<file path="config.mk">
export PLATFORM = sky130hd
export DESIGN_NAME = power2round_inverse
export DESIGN_NICKNAME = d
export VERILOG_FILES = /design/src/rtl/power2round_inverse_pkg.sv /design/src/rtl/mod_q_correct.sv /design/src/rtl/power2round_inverse.sv
export SDC_FILE = /design/constraint.sdc
export NUM_CORES = 1
export LEC_CHECK = 0
export CAP_MARGIN = 20
export CORE_MARGIN = 10
export CORE_UTILIZATION = 50
export CTS_BUF_LIST = sky130_fd_sc_hd__clkbuf_4
export DETAILED_ROUTE_END_ITERATION = 8
export DONT_BUFFER_PORTS = 1
export PLACE_DENSITY_LB_ADDON = 0.1
export SLEW_MARGIN = 20
export SYNTH_ARGS = -nofsm -noshare
export SYNTH_HDL_FRONTEND = slang
export SYNTH_SLANG_ARGS = --single-unit
export TNS_END_PERCENT = 10
</file>
<file path="constraint.sdc">
create_clock -name clk -period 2.2 [get_ports clk]
set_clock_uncertainty 0.05 [all_clocks]
set_input_delay 0.33 -clock clk [delete_from_list [all_inputs] [get_ports clk]]
set_output_delay 0.33 -clock clk [all_outputs]
set_load 0.02 [all_outputs]
</file>
<file path="src/rtl/power2round_inverse_pkg.sv">
// Shared Dilithium constants and stage bundle types for
// the Power2Round inverse pipeline.
package power2round_inverse_pkg;

  localparam int Q       = 8380417;
  localparam int D       = 13;
  localparam int T0_HALF = 4096;
  localparam int N_COEF  = 256;
  localparam int T1_W    = 10;
  localparam int T0_W    = 13;
  localparam int SUM_W   = 25;

  typedef logic signed [SUM_W-1:0] sum_t;

  typedef struct packed {
    logic valid;
    logic err;
    sum_t sum;
  } s1_t;

endpackage

</file>
<file path="src/rtl/mod_q_correct.sv">
// Single-step signed reduction into [0,Q-1]; input must lie
// in (-Q, 2Q).
module mod_q_correct
  import power2round_inverse_pkg::*;
#(
  parameter int WIDTH = 24
) (
  input  sum_t             x,
  output logic [WIDTH-1:0] y
);

  sum_t r;

  always_comb begin
    r = x;
    if (x < 0) begin
      r = x + sum_t'(Q);
    end else if (x >= sum_t'(Q)) begin
      r = x - sum_t'(Q);
    end
    y = WIDTH'(r);
  end

endmodule

</file>
<file path="src/rtl/power2round_inverse.sv">
// Streaming t = t1*2^D + t0 mod Q rebuild, two stages,
// global-enable backpressure and polynomial counter.
module power2round_inverse #(
  parameter int WIDTH  = 24,
  parameter int N_COEF = 256
) (
  input  logic             clk,
  input  logic             rst_n,
  input  logic             i_valid,
  output logic             o_ready,
  input  logic             i_mode,
  input  logic [WIDTH-1:0] i_t1,
  input  logic [WIDTH-1:0] i_t0,
  output logic             o_valid,
  input  logic             i_ready,
  output logic [WIDTH-1:0] o_t,
  output logic             o_last,
  output logic             o_err
);

  import power2round_inverse_pkg::*;

  localparam int CW = (N_COEF > 1) ? $clog2(N_COEF) : 1;
  localparam logic [CW-1:0] LAST = CW'(N_COEF - 1);

  logic             en;
  s1_t              s1_d;
  s1_t              s1_q;
  sum_t             hi;
  sum_t             lo;
  logic [WIDTH-1:0] t_red;
  logic [CW-1:0]    cnt_q;

  assign en      = !o_valid || i_ready;
  assign o_ready = en;
  assign o_last  = o_valid && (cnt_q == LAST);

  // out-of-range upper bits are flagged, then masked off
  always_comb begin
    s1_d       = '0;
    hi         = sum_t'(i_t1[T1_W-1:0]) <<< D;
    lo         = '0;
    if (!i_mode) begin
      lo = sum_t'(T0_HALF) - sum_t'(i_t0[T0_W-1:0]);
    end
    s1_d.valid = i_valid;
    s1_d.sum   = hi + lo;
    s1_d.err   = (|i_t1[WIDTH-1:T1_W]) ||
                 (!i_mode && (|i_t0[WIDTH-1:T0_W]));
  end

  mod_q_correct #(
    .WIDTH (WIDTH)
  ) u_red (
    .x (s1_q.sum),
    .y (t_red)
  );

  always_ff @(posedge clk or negedge rst_n) begin
    if (!rst_n) begin
      s1_q    <= '0;
      o_valid <= 1'b0;
      o_t     <= '0;
      o_err   <= 1'b0;
      cnt_q   <= '0;
    end else begin
      if (en) begin
        s1_q    <= s1_d;
        o_valid <= s1_q.valid;
        if (s1_q.valid) begin
          o_t   <= t_red;
          o_err <= s1_q.err;
        end
      end
      if (o_valid && i_ready) begin
        cnt_q <= (cnt_q == LAST) ? '0 : cnt_q + 1'b1;
      end
    end
  end

endmodule

</file>
# After elaboration in Yosys (flattened, before gate mapping)
# Cells that the tools add are included.
# classes
n_lt_le_gt_ge	2
eq_ne	1
addsub	5
muxes	4
reduce_logical	10
# op_table
operator	count
2-to-1 mux 24 bit	2
adder 24 x 25 -> 25 bit	1
>= comparator 25 x 24 -> 1 bit, second input constant	1
less-than comparator 25 x 1 -> 1 bit, second input constant	1
2-to-1 mux 25 bit	1
adder 24 bit, second input constant	1
subtractor 24 bit, second input constant	1
OR reduction 14 bit	1
subtractor 13 x 13 -> 14 bit, first input constant	1
OR reduction 11 bit	1
adder 8 x 1 -> 8 bit, second input constant	1
== test 8 bit, second input constant	1
2-to-1 mux 8 bit	1
logical AND 1 bit	3
logical NOT 1 bit	2
logical OR 1 bit	2
AND reduction 2 bit	1
# word_totals
reg_bits	61
inputBits	53
out_inout_bits	28

# Logic depth before layout (Yosys ltp)
# Gate-level depths: netlist (run 1).
# logic_depth
word_depth	3
mapped_depth	13

# Cells and area by module
# From an unflattened synthesis (run 1), not the netlist that was laid out.
# hier_totals
cells_unflattened	425
area_unflattened_um2	4177.8
# modules_own_cells
mod	area_per_inst_um2	instances	cells_per_inst
power2round_inverse	3160.5	1	283
mod_q_correct	1017.2	1	142

# Worst setup path after synthesis (run 1)
# Ideal clock, no wire load.
# synth_path
kind	input to register
from	input i_t0[3]
to	register s1_q[24] (netlist name)
path_buffers	0
path_slack_ps	-1071
arrival_time_ps	3073
path_stages	12
path_cell_list	nor3_1 -> nand3_1 -> or4_1 -> o21ai_1 -> inv_1 -> ha_1 -> a21oi_1 -> a2bb2oi_1 -> o311ai_0 -> o31ai_1 -> xnor2_1 -> a21oi_1
# synth_between
elab_chain_cells	3
# synth_rtl
item	line	source
start: declaration	power2round_inverse.sv:13	input logic [WIDTH-1:0] i_t0,
subtractor 13 x 13 -> 14 bit	power2round_inverse.sv:44	lo = sum_t'(T0_HALF) - sum_t'(i_t0[T0_W-1:0]);
2-to-1 mux 25 bit	power2round_inverse.sv:43	if (!i_mode) begin
adder 24 x 25 -> 25 bit	power2round_inverse.sv:47	s1_d.sum = hi + lo;
end signal: assignment	power2round_inverse.sv:61	s1_q <= '0;
end signal: assignment	power2round_inverse.sv:68	s1_q <= s1_d;
end: declaration	power2round_inverse.sv:28	s1_t s1_q;
# No other way between the ends.
# A chain may end at the register's enable or synchronous reset.

# Worst setup path in the final report (run 1)
# layout_path
from	input i_t0[2]
to	register s1_q[24] (netlist name)
# The elaborated chain is that of the path after synthesis.

==> results by group, run 1 <==
Status
  – Status: finished, violations left
  – Failing checks: negative setup slack

Die
  – Starting density of the core: 51.0%
  – Die area: 11800 µm²
  – Boundary pin count: 81
  – Num rows: 32
  – Core region area: approximately 7700 µm²
  – Die span in y: between 100 and 150 µm
  – Die Wd: around 110 µm

Critical path
  – Crit path buf inv count: 1
  – Crit end category: flip-flop
  – Delay-heaviest family, CP: compound AO/OA/AOI/OAI gates
  – CP startpoint kind: input port
  – Crit path cell chain: nor3_4 > nand3_2 > or4_4 > o21ai_4 > inv_6 > ha_4 > a21o_1 > a21oi_4 > o311ai_2 > o31ai_1 > xnor2_1 > a21oi_1
  – Required time worst endpoint: roughly 2.4 ns
  – Crit path arrival time: approximately 2.7 ns
  – Crit-path slowest cell: or4_4
  – Largest fanout on the critical path: 5
  – Slowest stage delay, CP: roughly 0.51 ns
  – WS Path Type: input port to flip-flop

Synthesis
  – Mapped cell area: between 3000 and 4000 µm²
  – Mean Syn Cell Area: around 8.7 µm²
  – Cells after Synth: between 400 and 500
  – #FFs+latches synth: 61
  – Sequential fraction of the synthesis area: ~40%
  – Most used DFF post-synth: dfrtp_1
  – Synthesized Nets: 523
  – Yosys warning count: 0
  – Library cells used by synthesis: 54
  – Ys async rst share: 100%
  – EDFF count, synth: 0

Worst hold path
  – Hold crit path type: input port to flip-flop

Final layout
  – Post-Layout Cell Count: 615
  – Layout cells sized above 1: between 20% and 30%
  – Final Util: a little over three fifths
  – Syn-to-layout area delta: 22.4%
  – Fin nets: 577

Routing
  – Final ANT Viol Nets: 0
  – Via/cell ratio: about 5.6
  – DRT iter0 DRCs: 140
  – DR pass1 iterations: 4
  – WL/cell: between 15 and 20 µm
  – Via count: 3429
  – # DRC: 0
  – WL final: approximately 9900 µm

GRT
  – Vias in the first global route: 3346
  – Residual overflow from global routing: 0
  – Largest net degree at the start of global routing: 62
  – First-pass GRT wire length: approximately 16000 µm
  – GRT Total Usage: 17.1%
  – Initial antenna violation count: 1

Place
  – IO buf count: 0
  – Placement Setup Slack: -0.743 ns
  – RePlAce Congestion: approximately 0.89
  – Placed cells: approximately 590
  – Hpwl dp: 7850 µm

Clock network
  – Num CTS Buffers: 9
  – Worst-skew pair later-pin latency: 0.41 ns
  – Root Buffer: clkbuf_4
  – Clk pin slew, worst setup/hold paths: roughly 0.1 ns
  – TritonCTS clock tree: yes
  – Clock buffer depth: 2
  – H-tree depth: 3
  – Post CTS Setup Buffer Count: 0
  – Clock sink count: 61

STA
  – Final Max Tran Viols: 0
  – Min Tclk post-route: roughly 2.5 ns
  – Finish-stage setup viols: 8
  – Period utilization: 111%
  – Slew of the pin with the lowest slew margin: roughly 0.69 ns
  – Fmax: 408 MHz
  – Unrepaired setup endpoints after global routing: yes
  – Hold WS: slightly above 0.05 ns
  – Slew Limit Headroom: 53.6%
  – Crit path setup slack, layout: -0.253 ns
  – Final hold violation count: 0

Job
  – Number of max-cap violations: 0

Pwr
  – Total power per unit cell area: slightly below 800 nW/µm²
  – Max IR drop VDD: 0.000363 V
  – Pleak: roughly 0.0020 µW
-- state kept, by name, indices dropped and copies added, names as in the netlist --
name,flops
o_t,24
cnt_q,8
o_err,1
o_valid,1
s1_q,27
-- kinds of logic (layout without fill, tap and decap cells) --
logic type                 count (synthesis)  count (layout)  share of synthesized area (%)
and+or+nand+nor                          175             175                           21.9
AOI/OAI and AO/OA                        109             109                           18.0
DFF                                       61              61                           38.9
xor gates and xnor gates                  49              49                           10.9
buffers and inverters                     40              99                           4.11
adders and majority gates                 17              17                           5.61
muxes                                      2               2                          0.542
other                                      0               1                              0
-- power by group --
part | total [µW] | switching (µW) | internal, µW
clock | 732 | 384 | 348
combinational | 1200 | 656 | 548
sequential | 1850 | 447 | 1400
-- cells in the mapped netlist (2+ instances only) --
library cell | instances | area share [%]
a21oi_1 | 22 | 2.8
nor4_2 | 2 | 0.64
buf_2 | 3 | 0.38
o21ai_1 | 20 | 2.6
nand3_1 | 14 | 1.8
a41oi_1 | 5 | 1.1
or3_1 | 4 | 0.64
o211ai_1 | 2 | 0.38
nor3_1 | 14 | 1.8
nor2_1 | 42 | 4.0
xnor2_1 | 19 | 4.2
nor4_1 | 14 | 2.2
or4_1 | 2 | 0.38
nand2b_1 | 3 | 0.48
o21ai_0 | 15 | 1.9
buf_4 | 2 | 0.38
xor2_1 | 30 | 6.7
nand2_1 | 57 | 5.5
nand4_1 | 7 | 1.1
nor3_2 | 2 | 0.51
ha_1 | 16 | 5.1
and3_1 | 2 | 0.32
nor2b_1 | 2 | 0.32
inv_1 | 18 | 1.7
a211oi_1 | 2 | 0.38
clkbuf_1 | 16 | 1.5
dfrtp_1 | 61 | 39
a32oi_1 | 3 | 0.67
a211oi_2 | 2 | 0.64
nand3b_1 | 2 | 0.38
a21o_1 | 3 | 0.57
and2_1 | 3 | 0.48
o31ai_1 | 3 | 0.57
a22o_1 | 10 | 2.2
a31oi_1 | 12 | 1.9
-- worst paths after layout --
path,slack (ns),to,cells after the start,startpoint
setup / recovery,-0.25,s1_q[24],12,i_t0[2]
hold / removal,0.05,s1_q[1],2,i_mode
setup reg to reg,0.02,o_t[12],6,s1_q[12]
hold reg to reg,0.43,cnt_q[6],1,cnt_q[6]
max in group asynchronous,1.45,s1_q[19],2,rst_n
min in group asynchronous,0.40,o_t[7],2,rst_n
-- stage by stage --
stage / instance area, µm² / total power (µW) / setup TNS, ns
finish: 4800 / 3780 / -1.29
global route: 4800 / 4040 / -2.45
CTS: 4750 / 3810 / -1.56
detailed placement: 4540 / 3030 / -6.80
global placement: 4540 / 2990 / -6.15
floorplan: 4060 / 2600 / -5.67
-- placed cells by master, fill, tap and decap left out, drive strengths merged, types with 4 or more instances in the layout --
master	count
a211oi	4
a21oi	22
a22o	10
a31oi	12
a41oi	5
buf	61
clkbuf	10
clkinv	5
dfrtp	61
ha	16
inv	19
nand2	57
nand3	15
nand4	7
nor2	42
nor3	16
nor4	16
o21ai	35
or3	4
xnor2	19
xor2	30
-- per-layer routing --
metal  share of wire [%]  global-route usage (%)  up-vias
met5                   0                       0        -
met4                 1.5                    7.53        0
met3                 8.3                    5.12       10
met2                  44                    25.5      119
met1                  46                    22.5     1562
li1                    -                       -     1738
-- what timing repair did --
item / CTS / global route
pin swaps: 17 / 2
cloned: 1 / 0
hold buffers: 4 / 0
setup endpoints to repair: 10 / 18
resized for setup: 6 / 10
endpoints found under the hold margin: 63 / 0
-- area by class of cell --
cell class	count	area, µm²
Antenna cell	1	2.50
Clock buffer	10	75.1
Clock inverter	6	53.8
Fill cell	673	2890
Inverter	18	72.6
Multi-Input combinational cell	352	2420
Sequential cell	61	1530
Tap cell	102	128
Timing Repair Buffer	64	512
Timing Repair inverter	1	6.26
-- worst register-to-register path, delay by kind of cell (launching register included) --
family,cells,cell delay (ns)
AND/OR/NAND/NOR,1,0.58
flip-flops,1,0.39
AO/OA/AOI/OAI,4,0.85
XOR/XNOR,1,0.19
Power figures use the tool's default switching activity.
==> run 2, diff against run 1 <==
REMOVE_ABC_BUFFERS = 1   (was unset)
==> results by group, run 2 (synthesis gave the netlist of run 1 again) <==
STA
  – Period utilization: 118% (was 111%)
  – Final Max Tran Viols: 0 (unchanged)
  – Unrepaired setup endpoints after global routing: yes (unchanged)
  – Slew Limit Headroom: 56.0% (was 53.6%)
  – Final hold violation count: 0 (unchanged)
  – Finish-stage setup viols: 9 (was 8)
  – Min Tclk post-route: 2.59 ns (was 2.45 ns)
  – Crit path setup slack, layout: -0.387 ns (was -0.253 ns)
  – Slew of the pin with the lowest slew margin: 0.658 ns (was 0.693 ns)
  – Hold WS: 0.0795 ns (was 0.0508 ns)
  – Fmax: 387 MHz (was 408 MHz)

Place
  – Placed Area: 4410 µm² (was 4540 µm²)
  – IO buf count: 0 (unchanged)
  – Hpwl dp: 7750 µm (was 7850 µm)
  – RePlAce Congestion: 0.862 (was 0.893)

Clock network
  – Clock sink count: 61 (unchanged)
  – Clk pin slew, worst setup/hold paths: 0.10 ns (about the same)
  – TritonCTS clock tree: yes (unchanged)
  – Clock buffer depth: 2 (unchanged)
  – Worst-skew pair later-pin latency: 0.40 ns (was 0.41 ns)
  – Num CTS Buffers: 9 (unchanged)
  – Root Buffer: clkbuf_4 (unchanged)
  – H-tree depth: 3 (unchanged)

Critical path
  – Slowest stage delay, CP: 0.50 ns (was 0.51 ns)
  – Cell repeated most along the worst path: buf_4
  – Delay-heaviest family, CP: simple AND/OR/NAND/NOR gates (was compound AO/OA/AOI/OAI gates)
  – Required time worst endpoint: 2.44 ns (was 2.43 ns)
  – WS Path Type: input port to flip-flop (unchanged)
  – Crit path cell chain: nor3_4 > nand3_2 > or4_4 > o21ai_4 > clkinvlp_4 > ha_4 > a21oi_4 > buf_4 > buf_4 > o21ai_1 > a31oi_1 > xnor2_1 > a21oi_1 (was nor3_4 > nand3_2 > or4_4 > o21ai_4 > inv_6 > ha_4 > a21o_1 > a21oi_4 > o311ai_2 > o31ai_1 > xnor2_1 > a21oi_1)
  – Largest fanout on the critical path: 5 (unchanged)
  – Crit-path slowest cell: or4_4 (unchanged)
  – Crit path buf inv count: 3 (was 1)
  – Crit path arrival time: 2.82 ns (was 2.69 ns)
  – CP startpoint kind: input port (unchanged)
  – Crit end category: flip-flop (unchanged)

Final layout
  – Largest registers: s1_q (27), o_t (24), cnt_q (8) (unchanged)
  – Commonest non-fill, non-tap cells in the layout: buf_4 (64), dfrtp_1 (61), nand2_1 (56) (was dfrtp_1 (61), buf_4 (59), nand2_1 (57))
  – Layout cells sized above 1: 23.8% (was 22.1%)
  – Fin nets: 586 (was 577)
  – N_diodes: 0 (was 1)
  – Most common cell after layout, fill and taps aside: buf_4 (was dfrtp_1)
  – Largest Register: s1_q (unchanged)
  – Post-route cell area: 4950 µm² (was 4800 µm²)
  – Largest register FFs: 27 (unchanged)
  – Syn-to-layout area delta: 26.3% (was 22.4%)

Status
  – Status: finished, violations left (unchanged)
  – Failing checks: negative setup slack (unchanged)

Pwr
  – Reg power frac: 48.2% (was 48.8%)
  – Max IR drop VDD: 0.000354 V (was 0.000363 V)
  – Logic gate share of total power: 32.9% (was 31.8%)
  – Net Switching: 1520 µW (was 1490 µW)
  – Total power per unit cell area: 773 nW/µm² (was 788 nW/µm²)
  – Net Sw Frac: 39.6% (was 39.3%)
  – Cell Int Power: 2310 µW (was 2290 µW)
  – Proportion of power drawn by the clock network: 18.9% (was 19.4%)
  – Pleak: 0.00207 µW (was 0.00201 µW)

Die
  – Die area: 11800 µm² (unchanged)
  – Core region area: 7690 µm² (unchanged)
  – Num rows: 32 (unchanged)
  – Die span in y: 109 µm (unchanged)
  – Boundary pin count: 81 (unchanged)
  – Starting density of the core: 51.0% (unchanged)
  – Die Wd: 109 µm (unchanged)

Worst hold path
  – Hold crit path type: input port to flip-flop (unchanged)

Routing
  – DR pass1 iterations: 5 (was 4)
  – DRT iter0 DRCs: 139 (was 140)
  – WL/cell: 16.7 µm (was 16.1 µm)
  – # DRC: 0 (unchanged)
  – Via count: 3506 (was 3429)
  – WL final: 10400 µm (was 9900 µm)
  – Via/cell ratio: 5.64 (was 5.58)
  – Final ANT Viol Nets: 0 (unchanged)

GRT
  – First-pass GRT wire length: 16800 µm (was 16300 µm)
  – GR Util met2: 27.6% (was 25.5%)
  – GRT Total Usage: 17.6% (was 17.1%)
  – Initial antenna violation count: 0 (was 1)
  – Gr busiest metal: met2 (unchanged)
  – Routing usage on met1: 22.0% (was 22.5%)
  – GR Util met3: 6.96% (was 5.12%)
  – Residual overflow from global routing: 0 (unchanged)
  – Largest net degree at the start of global routing: 62 (unchanged)
  – Vias in the first global route: 3425 (was 3346)

Job
  – Number of max-cap violations: 0 (unchanged)
## run 2: power groups by stage
stage	Clock, µW	Sequential, µW	Combinational (µW)
after floorplan	0	1860	675
after global placement	0	1870	1100
after detailed placement	0	1880	1120
after CTS	743	1860	1210
after global routing	788	1900	1410
final	724	1850	1260
## run 2: final timing paths
| path | startpoint | depth (start not counted) | slack, ns | endpoint |
|---|---|---|---|---|
| min in group asynchronous | rst_n | 2 | 0.38 | o_t[5] |
| setup reg to reg | s1_q[12] | 6 | 0.05 | o_t[12] |
| setup / recovery | i_t0[3] | 13 | -0.39 | s1_q[20] |
| hold / removal | i_ready | 3 | 0.08 | cnt_q[0] |
| max in group asynchronous | rst_n | 2 | 1.43 | o_t[4] |
| hold reg to reg | cnt_q[6] | 1 | 0.43 | cnt_q[6] |
## run 2: layer usage
layer / wire length, µm / part of all wire, %
met2: 4710 / 45
met4: 198 / 1.9
met1: 4610 / 44
met5: 0 / 0
met3: 871 / 8.4
## run 2: layout make-up
| cell class | instances | area (µm²) |
|---|---|---|
| Clock inverter | 6 | 55.1 |
| Tap cell | 102 | 128 |
| Timing Repair inverter | 1 | 7.51 |
| Clock buffer | 9 | 67.6 |
| Multi-Input combinational cell | 352 | 2500 |
| Inverter | 18 | 72.6 |
| Fill cell | 667 | 2740 |
| Sequential cell | 61 | 1530 |
| Timing Repair Buffer | 73 | 594 |
## run 2: through the flow
step	TNS [ns]	worst slack, ns	total power, µW	util, %	instances
3_3_place_gp	-9.17	-1.01	2970	57.4	594
6_report	-2.82	-0.387	3830	64.4	622
2_1_floorplan	-28.66	-1.08	2530	-	431
3_5_place_dp	-9.78	-1.10	3010	57.4	594
5_1_grt	-3.61	-0.473	4090	64.4	622
4_1_cts	-2.67	-0.388	3800	62.4	618
## run 2: repair_timing
item                       in CTS  in global routing
hold buffers                    4                  0
pin swaps                      27                 28
cloned                          1                  0
setup endpoints to repair      10                 19
gates resized for setup        34                 20
buffers inserted                4                  4
hold endpoints to repair       63                  0
## run 2: worst register-to-register path, cell delays in order (launching register included)
cell,delay [ns]
dfrtp_1,0.39
or4_4,0.58
a31o_1,0.24
a311o_1,0.35
a31oi_1,0.17
xor2_1,0.17
o21ai_1,0.07
